### src/rtl/sar_pkg.sv
// Shared types and helpers for the synchronous SAR controller:
// FSM state encoding, width helpers and resolution clamping.
package sar_pkg;

  typedef enum logic [2:0] {
    IDLE,
    SAMPLE,
    SETTLE,
    DECIDE,
    DONE
  } sar_state_t;

  localparam int SAR_N_BITS = 8;

  // Width of a counter/index holding values 0..n-1, never narrower than 1 bit
  function automatic int clog2_min1(input int n);
    return (n > 1) ? $clog2(n) : 1;
  endfunction

  // Zero or out-of-range resolution requests mean full resolution
  function automatic int eff_bits(input int res_cfg, input int n_bits);
    return ((res_cfg == 0) || (res_cfg > n_bits)) ? n_bits : res_cfg;
  endfunction

endpackage

### src/rtl/sar_out_buffer.sv
// One-entry valid/ready result register; drops a new result when still
// full and unread, flagging it with a one-cycle overrun pulse.
module sar_out_buffer #(
  parameter int N_BITS = 8
) (
  input  logic              clk,
  input  logic              rst,
  input  logic              load,
  input  logic [N_BITS-1:0] din,
  input  logic              data_ready,
  output logic [N_BITS-1:0] data_out,
  output logic              data_valid,
  output logic              overrun
);

  always_ff @(posedge clk or negedge rst) begin
    if (!rst) begin
      data_out   <= '0;
      data_valid <= 1'b0;
      overrun    <= 1'b0;
    end else begin
      overrun <= 1'b0;
      if (load) begin
        if (!data_valid || data_ready) begin
          data_out   <= din;
          data_valid <= 1'b1;
        end else begin
          overrun <= 1'b1;
        end
      end else if (data_valid && data_ready) begin
        data_valid <= 1'b0;
      end
    end
  end

endmodule

### src/rtl/sar_ctrl_sync.sv
// Single-clock successive-approximation controller: sample, per-bit DAC
// trial, comparator strobe and decision capture, feeding a result buffer.
module sar_ctrl_sync
  import sar_pkg::*;
#(
  parameter int N_BITS        = SAR_N_BITS,
  parameter int SAMPLE_CYCLES = 2,
  parameter int SETTLE_CYCLES = 1
) (
  input  logic                         clk,
  input  logic                         rst,
  input  logic                         start,
  input  logic                         cont,
  input  logic [$clog2(N_BITS+1)-1:0]  res_cfg,
  input  logic                         comparator_out,
  output logic                         sample,
  output logic                         comp_strobe,
  output logic [N_BITS-1:0]            dac_code,
  output logic                         busy,
  output logic [N_BITS-1:0]            data_out,
  output logic                         data_valid,
  input  logic                         data_ready,
  output logic                         overrun
);

  localparam int IDX_W   = clog2_min1(N_BITS);
  localparam int CNT_MAX = (SAMPLE_CYCLES > SETTLE_CYCLES) ? SAMPLE_CYCLES : SETTLE_CYCLES;
  localparam int CNT_W   = clog2_min1(CNT_MAX);

  sar_state_t       state;
  logic [IDX_W-1:0] idx;
  logic [IDX_W-1:0] last_idx;
  logic [IDX_W-1:0] stop_idx;
  logic [CNT_W-1:0] cnt;

  // Lowest bit index to convert: resolution K is stored as N_BITS-K
  always_comb begin
    stop_idx = IDX_W'(N_BITS - eff_bits(int'(res_cfg), N_BITS));
  end

  always_ff @(posedge clk or negedge rst) begin
    if (!rst) begin
      state       <= IDLE;
      sample      <= 1'b0;
      comp_strobe <= 1'b0;
      busy        <= 1'b0;
      dac_code    <= '0;
      idx         <= '0;
      last_idx    <= '0;
      cnt         <= '0;
    end else begin
      case (state)
        IDLE: begin
          dac_code <= '0;
          if (start) begin
            state    <= SAMPLE;
            sample   <= 1'b1;
            busy     <= 1'b1;
            cnt      <= '0;
            last_idx <= stop_idx;
          end
        end
        SAMPLE: begin
          if (cnt == CNT_W'(SAMPLE_CYCLES - 1)) begin
            state              <= SETTLE;
            sample             <= 1'b0;
            cnt                <= '0;
            idx                <= IDX_W'(N_BITS - 1);
            dac_code           <= '0;
            dac_code[N_BITS-1] <= 1'b1;
          end else begin
            cnt <= cnt + 1'b1;
          end
        end
        SETTLE: begin
          if (cnt == CNT_W'(SETTLE_CYCLES - 1)) begin
            state       <= DECIDE;
            comp_strobe <= 1'b1;
            cnt         <= '0;
          end else begin
            cnt <= cnt + 1'b1;
          end
        end
        DECIDE: begin
          comp_strobe   <= 1'b0;
          dac_code[idx] <= comparator_out;
          // Later assignment to a different bit sets up the next trial
          if (idx > last_idx) begin
            idx                    <= idx - 1'b1;
            dac_code[idx - 1'b1]   <= 1'b1;
            state                  <= SETTLE;
          end else begin
            state <= DONE;
          end
        end
        DONE: begin
          dac_code <= '0;
          cnt      <= '0;
          if (cont) begin
            state    <= SAMPLE;
            sample   <= 1'b1;
            last_idx <= stop_idx;
          end else begin
            state <= IDLE;
            busy  <= 1'b0;
          end
        end
        default: begin
          state       <= IDLE;
          sample      <= 1'b0;
          comp_strobe <= 1'b0;
          busy        <= 1'b0;
          dac_code    <= '0;
        end
      endcase
    end
  end

  // During DONE dac_code holds the finished code with unconverted LSBs at 0
  sar_out_buffer #(
    .N_BITS(N_BITS)
  ) u_out_buffer (
    .clk        (clk),
    .rst        (rst),
    .load       (state == DONE),
    .din        (dac_code),
    .data_ready (data_ready),
    .data_out   (data_out),
    .data_valid (data_valid),
    .overrun    (overrun)
  );

endmodule

### config.mk
export PLATFORM = sky130hd
export DESIGN_NAME = sar_ctrl_sync
export DESIGN_NICKNAME = d
export VERILOG_FILES = /design/src/rtl/sar_pkg.sv /design/src/rtl/sar_out_buffer.sv /design/src/rtl/sar_ctrl_sync.sv
export SDC_FILE = /design/constraint.sdc
export NUM_CORES = 1
export LEC_CHECK = 0
export CELL_PAD_IN_SITES_DETAIL_PLACEMENT = 2
export CELL_PAD_IN_SITES_GLOBAL_PLACEMENT = 2
export CORE_MARGIN = 5
export CORE_UTILIZATION = 36
export CTS_BUF_LIST = sky130_fd_sc_hd__clkbuf_4
export CTS_CLUSTER_DIAMETER = 30
export DETAILED_ROUTE_END_ITERATION = 8
export GPL_TIMING_DRIVEN = 0
export PLACE_DENSITY_LB_ADDON = 0.08
export SLEW_MARGIN = 20
export SYNTH_ARGS = -nofsm -noshare
export SYNTH_HDL_FRONTEND = slang
export SYNTH_SLANG_ARGS = --single-unit
### constraint.sdc
create_clock -name clk -period 3.4 [get_ports clk]
set_input_delay 1.02 -clock clk [delete_from_list [all_inputs] [get_ports clk]]
set_output_delay 1.02 -clock clk [all_outputs]
set_load 0.1 [all_outputs]
==> impl_results.md <==
* Post-Route WL at 4913 µm
* Number of global-route vias before repair at 1,729
* Met1 Usage GRT at 19.01%
* Nets at 233
* Die Height at 80.15 µm
* Yosys reg bits at 31
* Post-synth top area cell: dfrtp_1
* Die extent in x at 80.15 µm
* Ranking of synthesized cells by area: dfrtp_1, mux2_1, a21oi_1, ha_1, o21ai_1
* Clock Sinks at 31
* Crit path largest cell delay at 1170 ps
* WL per Instance at 17.24 µm
* Final global-route overflow total at 0
* Slew HR at 34.60%
* Max Buffers Root-to-Sink at 2
* H-Tree Depth at 2
* Global-route wire length before repair at 8293 µm
* Worst Slack Setup Final at 440.8 ps
* Worst reg2reg path startpoint: idx[0]$_DFFE_PN0P_
* Crit path max-delay family: buffers and inverters
* Share of layout cells above drive strength 1 at 14.22%
* Final setup violation count at 0
* Max-Cap Viols at 0
* Final setup TNS at 0 ps
* Root Buffer: clkbuf_4
* Mapped Cells at 180
* Crit path depth at 1
* Ports at 31
* CP Capture Type: output port
* Largest net degree at the start of global routing at 20
* Post-synth ARST share at 100.0%
* Synth top area share at 43.79%
* Reg-to-reg slack, setup at 1480 ps
* Critical path arrival at 1940 ps
* Hold Path Class: reg -> reg
* Placer Congestion at 0.8307
* Final hold vios at 0
* Leading cell type in the layout, fill and taps excluded: dfrtp_1
* Ant diodes at 0
* Unique cell type count in the Yosys netlist at 47
* Syn_area_per_cell at 9.843 µm²
* RSZ-0062 raised after global routing: no
* EDFF count, synth at 0
* Fmax achieved at 337.9 MHz
* Least-Margin Pin Slew at 978.0 ps
* Worst Path Buf+Inv at 1
* # fillers at 526
* Synth Flop Type: dfrtp_1
* Crit path from: dac_code[7]$_DFFE_PN0P_
* IO Port Bufs at 30
* Post-Syn Area at 1772 µm²
* Final antenna-violating net count at 0
* Placement row count at 25
* Outcome: finished clean
* Met2 Usage GRT at 30.46%
* Busiest grt layer: met2
* CTS tree: done
* Element type at the critical path start: flip-flop
* Vias after detailed routing at 1,519
* DRC viols at 0
* Post-CTS Resized at 0
* Worst-path cell chain: clkdlybuf4s50_1
* Final Max Tran Viols at 0
* Critical path type: reg -> out
* CTS Buf Count at 5
* Worst-path cell with the longest stage delay: clkdlybuf4s50_1
* Ys Warns at 0
* First-pass DRT Iterations at 4
* Grt met3 use at 4.148%
* Required time worst endpoint at 2380 ps
* Worst-path maximum fanout at 6
* GRT Overall Usage at 16.92%
* Mapped Nets at 195
* Number of cells on the worst reg-to-reg path at 6
* Hold WS at 495.2 ps
* Clock-pin slew on the worst setup and hold paths at 90 ps
* Most frequent cells in the layout: dfrtp_1, clkdlybuf4s50_1, a21oi_1
* Post-CTS Setup Bufs at 0
* Final period utilization at 87.03%
* Initial Util at 37.26%
* Syn-to-layout area delta at 25.56%
* Avg Vias per Cell at 5.330
* Sequential element share of the synthesized area at 43.79%
* Max Clock Skew at 7.366 ps
* Clock latency on the worst-skew pair at 320 ps
* Hold Buf Count CTS at 0
* CP endpoint: dac_code[7]
* Detailed Place HPWL at 3932 µm
* Initial antenna violation count at 0
* Fin crit period at 2959 ps
* Core footprint at 4755 µm²
* Worst R2R End: dac_code[7]$_DFFE_PN0P_
* Drt initial violations at 33
* Hold Path Cell Cnt at 1
* Die ar. at 6424 µm²
* Post-place setup slack at 797.6 ps
layer usage:
layer,up-vias,wire [µm]
li1,721,-
met1,759,2102
met2,31,2527
met3,8,206
met4,0,77
met5,-,0
area by class of cell:
type                       count  area (µm²)  share of cell area, %
inverter                       8       30.03                  1.350
tap                           67       83.83                  3.768
multi-input combinational    131       900.9                  40.50
sequential                    31       775.7                  34.87
timing repair buffer          31       322.8                  14.51
buffer                        10       65.06                  2.925
clock inverter                 2       8.758                 0.3937
clock buffer                   5       37.54                  1.687
synth_stat cells, types with 3 or more instances:
| cell | count |
|---|---|
| and3_1 | 4 |
| nand2b_1 | 7 |
| nor2b_1 | 4 |
| buf_2 | 4 |
| buf_4 | 3 |
| o21ai_1 | 10 |
| a21oi_1 | 15 |
| o21ai_0 | 4 |
| mux2_1 | 9 |
| inv_1 | 6 |
| a32oi_1 | 3 |
| nand3_1 | 9 |
| nor2_1 | 10 |
| nand2_1 | 10 |
| mux2i_1 | 4 |
| ha_1 | 5 |
| dfrtp_1 | 31 |
| nand4_1 | 4 |
| nor3_1 | 4 |
registers in the layout (all words and copies together) (netlist names):
signal                   cells
u_out_buffer.data_out        8
busy                         1
last_idx                     3
u_out_buffer.data_valid      1
idx                          3
sample                       1
dac_code                     8
cnt                          1
u_out_buffer.overrun         1
state                        3
comp_strobe                  1
stage by stage:
stage / instance area (µm²) / instances / utilization [%]
6_report: 2225 / 285 / 46.79
3_3_place_gp: 2156 / 277 / 45.34
2_1_floorplan: 1772 / 180 / -
4_1_cts: 2225 / 285 / 46.79
3_5_place_dp: 2178 / 278 / 45.82
5_1_grt: 2225 / 285 / 46.79
cells by family (layout without fill, tap and decap cells):
| family | count (synthesis) | after routing | share of synthesized area, % |
|---|---|---|---|
| fa+ha+maj | 5 | 5 | 3.531 |
| buf+inv | 18 | 56 | 5.367 |
| compound gates | 43 | 43 | 15.54 |
| xor+xnor | 3 | 3 | 1.907 |
| simple gates | 67 | 67 | 21.89 |
| flops | 31 | 31 | 43.79 |
| mux | 13 | 13 | 7.980 |
worst min path at each step:
stage	from	to	slack, ps
after global routing	u_out_buffer.data_out[1]$_DFFE_PN0P_	u_out_buffer.data_out[1]$_DFFE_PN0P_	540
after floorplan	last_idx[2]$_DFFE_PN0P_	last_idx[2]$_DFFE_PN0P_	490
after CTS	u_out_buffer.data_out[1]$_DFFE_PN0P_	u_out_buffer.data_out[1]$_DFFE_PN0P_	500
after global placement	u_out_buffer.data_out[4]$_DFFE_PN0P_	u_out_buffer.data_out[4]$_DFFE_PN0P_	470
after detailed placement	u_out_buffer.data_out[1]$_DFFE_PN0P_	u_out_buffer.data_out[1]$_DFFE_PN0P_	480
final	u_out_buffer.data_out[1]$_DFFE_PN0P_	u_out_buffer.data_out[1]$_DFFE_PN0P_	500
Power is left out: the tool's default activity adds up to more than one toggle a clock period on the data nets, which glitch-free logic cannot reach.
